File: config.mk
export PLATFORM = sky130hd
export DESIGN_NAME = uart_program_loader
export DESIGN_NICKNAME = d
export VERILOG_FILES = /design/src/rtl/uart_program_loader.sv
export SDC_FILE = /design/constraint.sdc
export NUM_CORES = 1
export LEC_CHECK = 0
export CAP_MARGIN = 0
export CORE_AREA = 2 2 66 114
export CTS_CLUSTER_SIZE = 25
export DETAILED_ROUTE_END_ITERATION = 7
export DIE_AREA = 0 0 68 116
export DONT_BUFFER_PORTS = 1
export PLACE_DENSITY = 0.8
export SLEW_MARGIN = 25
export SYNTH_ARGS = -nofsm -noshare
export SYNTH_HDL_FRONTEND = slang
export SYNTH_SLANG_ARGS = --single-unit
export TNS_END_PERCENT = 5
File: constraint.sdc
create_clock -name clock -period 2.5 [get_ports clock]
set_input_delay 0.625 -clock clock [delete_from_list [all_inputs] [get_ports clock]]
set_output_delay 0.625 -clock clock [all_outputs]
set_load 0.01 [all_outputs]
File: src/rtl/uart_program_loader.sv
// uart_program_loader
// Receives a program image over an 8N1 UART line and writes it onto the
// RAM bus, holding the CPU in reset until a frame with a good checksum lands.
// Frame: 0xA5, count N (0 = 256), N data bytes, checksum (sum of data mod 256).
//
// Ports:
//   clock     bus clock, rising edge
//   reset     synchronous active-high reset
//   rx        UART receive line (idles high, asynchronous)
//   address   bus address of the current write
//   write_en  one-cycle write strobe
//   data      bus write data
//   cpu_hold  CPU held in reset / bus owned by loader
//   done      last frame loaded with a good checksum
//   error     last frame failed (checksum or framing)
module uart_program_loader #(
    parameter int unsigned CLKS_PER_BIT = 29,
    parameter logic [18:0] BASE_ADDR    = 19'h0FF00
) (
    input  logic        clock,
    input  logic        reset,
    input  logic        rx,
    output logic [18:0] address,
    output logic        write_en,
    output logic [7:0]  data,
    output logic        cpu_hold,
    output logic        done,
    output logic        error
);

    localparam int unsigned TIMER_W = $clog2(CLKS_PER_BIT);
    localparam logic [TIMER_W-1:0] HALF_M1 = TIMER_W'(CLKS_PER_BIT / 2 - 1);
    localparam logic [TIMER_W-1:0] FULL_M1 = TIMER_W'(CLKS_PER_BIT - 1);

    typedef enum logic [1:0] {
        RX_IDLE,
        RX_START,
        RX_DATA,
        RX_STOP
    } rx_state_t;

    typedef enum logic [2:0] {
        S_WAIT_MAGIC,
        S_COUNT,
        S_DATA,
        S_CHECK,
        S_DONE
    } ld_state_t;

    logic               rx_meta;
    logic               rx_sync;
    logic               rx_prev;
    rx_state_t          rx_state;
    logic [TIMER_W-1:0] timer;
    logic [2:0]         bit_cnt;
    logic [7:0]         shift;
    logic               byte_valid;
    logic               frame_err;

    ld_state_t          state;
    logic [8:0]         index;
    logic [8:0]         remaining;
    logic [7:0]         sum;

    // UART receiver: two-flop synchroniser, start-bit recheck at half a bit,
    // then one sample per bit period for 8 data bits and the stop bit.
    always_ff @(posedge clock) begin
        if (reset) begin
            rx_meta    <= 1'b1;
            rx_sync    <= 1'b1;
            rx_prev    <= 1'b1;
            rx_state   <= RX_IDLE;
            timer      <= '0;
            bit_cnt    <= '0;
            shift      <= '0;
            byte_valid <= 1'b0;
            frame_err  <= 1'b0;
        end else begin
            rx_meta    <= rx;
            rx_sync    <= rx_meta;
            rx_prev    <= rx_sync;
            byte_valid <= 1'b0;
            frame_err  <= 1'b0;
            case (rx_state)
                RX_IDLE: begin
                    // Edge rather than level, so a line left low after a
                    // framing error does not immediately restart a byte.
                    if (rx_prev && !rx_sync) begin
                        rx_state <= RX_START;
                        timer    <= '0;
                    end
                end
                RX_START: begin
                    if (timer == HALF_M1) begin
                        timer   <= '0;
                        bit_cnt <= '0;
                        // Line back high at mid start bit: treat as a glitch.
                        rx_state <= rx_sync ? RX_IDLE : RX_DATA;
                    end else begin
                        timer <= timer + 1'b1;
                    end
                end
                RX_DATA: begin
                    if (timer == FULL_M1) begin
                        timer <= '0;
                        shift <= {rx_sync, shift[7:1]};
                        if (bit_cnt == 3'd7) begin
                            rx_state <= RX_STOP;
                        end else begin
                            bit_cnt <= bit_cnt + 3'd1;
                        end
                    end else begin
                        timer <= timer + 1'b1;
                    end
                end
                RX_STOP: begin
                    if (timer == FULL_M1) begin
                        timer    <= '0;
                        rx_state <= RX_IDLE;
                        if (rx_sync) begin
                            byte_valid <= 1'b1;
                        end else begin
                            frame_err <= 1'b1;
                        end
                    end else begin
                        timer <= timer + 1'b1;
                    end
                end
                default: rx_state <= RX_IDLE;
            endcase
        end
    end

    // Frame parser and bus write generator.
    always_ff @(posedge clock) begin
        if (reset) begin
            state     <= S_WAIT_MAGIC;
            index     <= '0;
            remaining <= '0;
            sum       <= '0;
            address   <= '0;
            write_en  <= 1'b0;
            data      <= '0;
            cpu_hold  <= 1'b1;
            done      <= 1'b0;
            error     <= 1'b0;
        end else begin
            write_en <= 1'b0;
            if (byte_valid) begin
                case (state)
                    S_WAIT_MAGIC, S_DONE: begin
                        if (shift == 8'hA5) begin
                            state    <= S_COUNT;
                            cpu_hold <= 1'b1;
                            done     <= 1'b0;
                            error    <= 1'b0;
                            index    <= '0;
                            sum      <= '0;
                        end
                    end
                    S_COUNT: begin
                        remaining <= (shift == 8'h00) ? 9'd256 : {1'b0, shift};
                        state     <= S_DATA;
                    end
                    S_DATA: begin
                        write_en  <= 1'b1;
                        address   <= BASE_ADDR + 19'(index);
                        data      <= shift;
                        index     <= index + 9'd1;
                        sum       <= sum + shift;
                        remaining <= remaining - 9'd1;
                        if (remaining == 9'd1) begin
                            state <= S_CHECK;
                        end
                    end
                    S_CHECK: begin
                        if (shift == sum) begin
                            state    <= S_DONE;
                            done     <= 1'b1;
                            cpu_hold <= 1'b0;
                        end else begin
                            state <= S_WAIT_MAGIC;
                            error <= 1'b1;
                        end
                    end
                    default: state <= S_WAIT_MAGIC;
                endcase
            end else if (frame_err) begin
                // Framing errors only matter inside a frame.
                if (state == S_COUNT || state == S_DATA || state == S_CHECK) begin
                    error <= 1'b1;
                    state <= S_WAIT_MAGIC;
                end
            end
        end
    end

endmodule

==> impl_metrics.py <==
metrics = {
    "cts": {
        "cts_tree": "done",
        "clk_path_buf_depth": 2,
        "cts_root_buffer": "clkbuf_16",
        "cts_inserted_buffers": 9,
        "post_cts_buffers": 0,
        "insertion_delay_ps": 340,
        "hold_buffers": 0,
        "clk_pin_slew_ps": 60,
        "ctsResizeCount": 0,
        "clock_sinks": 74,
        "htreeDepth": 3,
    },
    "sta": {
        "post-route-min-period_ps": 2020,
        "finalHoldViolCount": 0,
        "fin_ws_ps": 477,
        "final_max_slew_viol_count": 0,
        "finClkSkew_ps": 3.74,
        "relSlewSlack_pct": 47.0,
        "setup-tns-final_ps": 0,
        "period_share_pct": 80.9,
        "rsz0062_at_grt": "false",
        "tightest_slew_ps": 793,
        "fmax_ghz": 0.494,
        "hold_ws_ps": 351,
        "setup_viol": 0,
    },
    "synthesis": {
        "synthArstFlopShare_pct": 0,
        "muxShareOfSynthArea_pct": 1.11,
        "synth.avg_cell_area_sq_um": 8.16,
        "ys.flop_type": "dfxtp_1",
        "synth_area_sq_um": 3730,
        "synthTopCellsByArea": "dfxtp_1, a21oi_1, nand2_1",
        "yosysTopAreaCellShare_pct": 39.7,
        "synthCells": 457,
        "seq_area_frac_synth_pct": 39.7,
        "yosysTopAreaCell": "dfxtp_1",
        "synth-edff-count": 0,
        "synth_top_family_by_area": "simple AND/OR/NAND/NOR gates",
        "synthAdderAreaFrac_pct": 5.57,
        "synth-compound-area-share_pct": 20.4,
        "synth-simple-area-share_pct": 25.3,
        "synth-xor-area-share_pct": 1.17,
        "ys_warn_count": 0,
        "ys_types": 58,
        "yosys_register_bits": 74,
    },
    "critical_path": {
        "reg2reg_slack_ps": 480,
        "crit_path_start": "shift[5]",
        "worst-setup-path-type": "reg -> reg",
        "crit_path_start_kind": "register",
        "cp_data_required_time_ps": 2740,
        "reg2reg_from": "shift[5]",
        "worst_r2r_path_depth": 6,
        "critPathCapture": "done",
        "endpoint_kind": "register",
        "worstPathMaxFanout": 7,
        "r2r-end": "done",
        "crit_arrival_ps": 2260,
    },
    "final_layout": {
        "fin_cells": 528,
        "fin_nets": 458,
        "diodes": 0,
        "final_layout_size_suffix_gt1_share_pct": 7.66,
        "syn2layout_area_growth_pct": 5.94,
    },
    "place": {
        "pre_cts_slack_ps": 473,
        "dp_hpwl_microns": 5540,
        "placedCellCount": 512,
        "io_buffer_count": 0,
        "place.gp.congestion": 0.882,
    },
    "power_and_ir_drop": {
        "p_leak_nw": 1.38,
        "ir_drop_uv": 509,
        "power_density_nw_per_um2": 623,
    },
    "route": {
        "wl_microns": 8270,
        "wl_per_cell_microns": 15.7,
        "dr.pass1.iters": 4,
        "ant_nets": 0,
        "drt_iter0_drc": 155,
        "vias": 3213,
        "viasPerCell": 6.09,
        "route.detailed.drc": 0,
    },
    "grt": {
        "grt_pass1_vias": 3094,
        "track_usage_pct": 22.7,
        "grt_antenna_before_repair": 0,
        "grt_pass1_wl_microns": 13600,
        "grt_max_degree": 82,
        "overflow": 0,
    },
    "floorplan": {
        "rows": 40,
        "core_sq_um": 6910,
        "die-area_sq_um": 7890,
        "die_h_microns": 116,
        "io_pins": 34,
        "start_util_pct": 54.0,
        "die_w_microns": 68,
    },
    "hold_path": {
        "hold_class": "in -> reg",
    },
    "flow_run": {
        "drv_cap": 0,
    },
    "run_status": {
        "status": "complete, no violations",
    },
}
==> where the power goes <==
group,switching (mW),leakage [nW],internal [mW]
sequential,0.0151,0.597,1.19
combinational,0.0459,0.662,0.0301
clock,0.485,0.125,0.696
==> cell type report <==
cell class	instances	area [sq um]
multi-input combinational	337	2000
clock buffer	12	246
clock inverter	4	27.5
sequential	74	1480
timing repair buffer	6	45.0
tap	84	105
inverter	11	41.3
fill	630	2960
==> cells in the final DEF (no fill, tap or decap), types with 2 or more instances in the layout <==
master,synthesis,routed
o21ai_0,25,25
clkinvlp_4,0,3
nor4_4,2,2
xnor2_1,3,3
nor3_1,8,8
ha_1,15,15
nand3b_1,5,5
nand2b_1,7,7
or4_1,2,2
mux2i_1,3,3
o21bai_1,2,2
nor2_1,44,44
or2_2,5,5
a21o_1,2,2
dfxtp_1,74,74
xor2_1,2,2
nand3_1,13,13
nand4b_1,4,4
o21ai_1,6,6
o21a_1,2,2
buf_4,9,6
nor2b_4,2,2
clkbuf_16,0,9
nor3b_1,3,3
a22oi_1,9,9
a211oi_1,8,8
nor4_1,3,3
clkbuf_1,12,2
nand2_1,66,66
and3b_1,2,2
nor2b_1,3,3
conb_1,1,2
nor4b_1,3,3
a21oi_1,50,50
a311oi_1,6,6
inv_1,11,11
nand4_1,4,4
o22ai_1,3,3
and3_1,4,4
==> logic make-up after synthesis <==
kind of cell | after synthesis
xor+xnor | 5
mux | 4
buf+inv | 47
flops | 74
compound gates | 125
simple gates | 185
other cells | 1
fa+ha+maj | 16
==> worst min-delay path by stage <==
stage,from,to,slack [ps],depth (start not counted)
after floorplan,rx_meta,rx_sync,390,1
after detailed placement,rx_meta,rx_sync,400,1
after CTS,reset,data[3],340,1
after global routing,reset,data[5],340,1
after global placement,rx_meta,rx_sync,390,1
final,reset,data[5],350,1
==> flip-flops by register name, indices dropped and copies added (netlist names), named ones only <==
| signal | cells |
|---|---|
| rx_sync | 1 |
| remaining | 9 |
| shift | 8 |
| sum | 8 |
| write_en | 1 |
| frame_err | 1 |
| rx_state | 1 |
| state | 3 |
| error | 1 |
| data | 8 |
| address | 10 |
| index | 9 |
| byte_valid | 1 |
| cpu_hold | 1 |
| rx_prev | 1 |
| timer | 5 |
| bit_cnt | 3 |
| rx_meta | 1 |
| done | 1 |
==> cells in the mapped netlist (3+ instances only) <==
cell,instances
dfxtp_1,74
nand2_1,66
a21oi_1,50
nor2_1,44
o21ai_0,25
ha_1,15
nand3_1,13
buf_2,12
clkbuf_1,12
inv_1,11
a22oi_1,9
buf_4,9
a211oi_1,8
nor3_1,8
nand2b_1,7
a311oi_1,6
o21ai_1,6
nand3b_1,5
or2_2,5
and3_1,4
nand4_1,4
nand4b_1,4
buf_6,3
mux2i_1,3
nor2b_1,3
nor3b_1,3
nor4_1,3
nor4b_1,3
o22ai_1,3
xnor2_1,3
==> worst max-delay path: stages (launching register included) <==
cell and delay, ps:
dfxtp_1 530, ha_1 350, nor4_1 370, a41o_1 240, nor3b_1 240, o21ai_1 70, nor2b_1 120
==> layer usage <==
metal  up-vias  wire, microns  track usage, %
li1       1571              -               -
met1      1534           3170            24.3
met2        80           4430            39.4
met3        28            364            5.15
met4         0            309            13.6
met5         -              0               0
==> stage by stage <==
stage	area [sq um]	utilization, %	total power [mW]
detailed placement	3680	53.2	1.31
CTS	3950	57.2	2.48
finish	3950	57.2	2.46
global placement	3680	53.2	1.30
floorplan	3730	-	1.31
global route	3950	57.2	2.53
No activity file was read; power rests on OpenSTA's default activity.
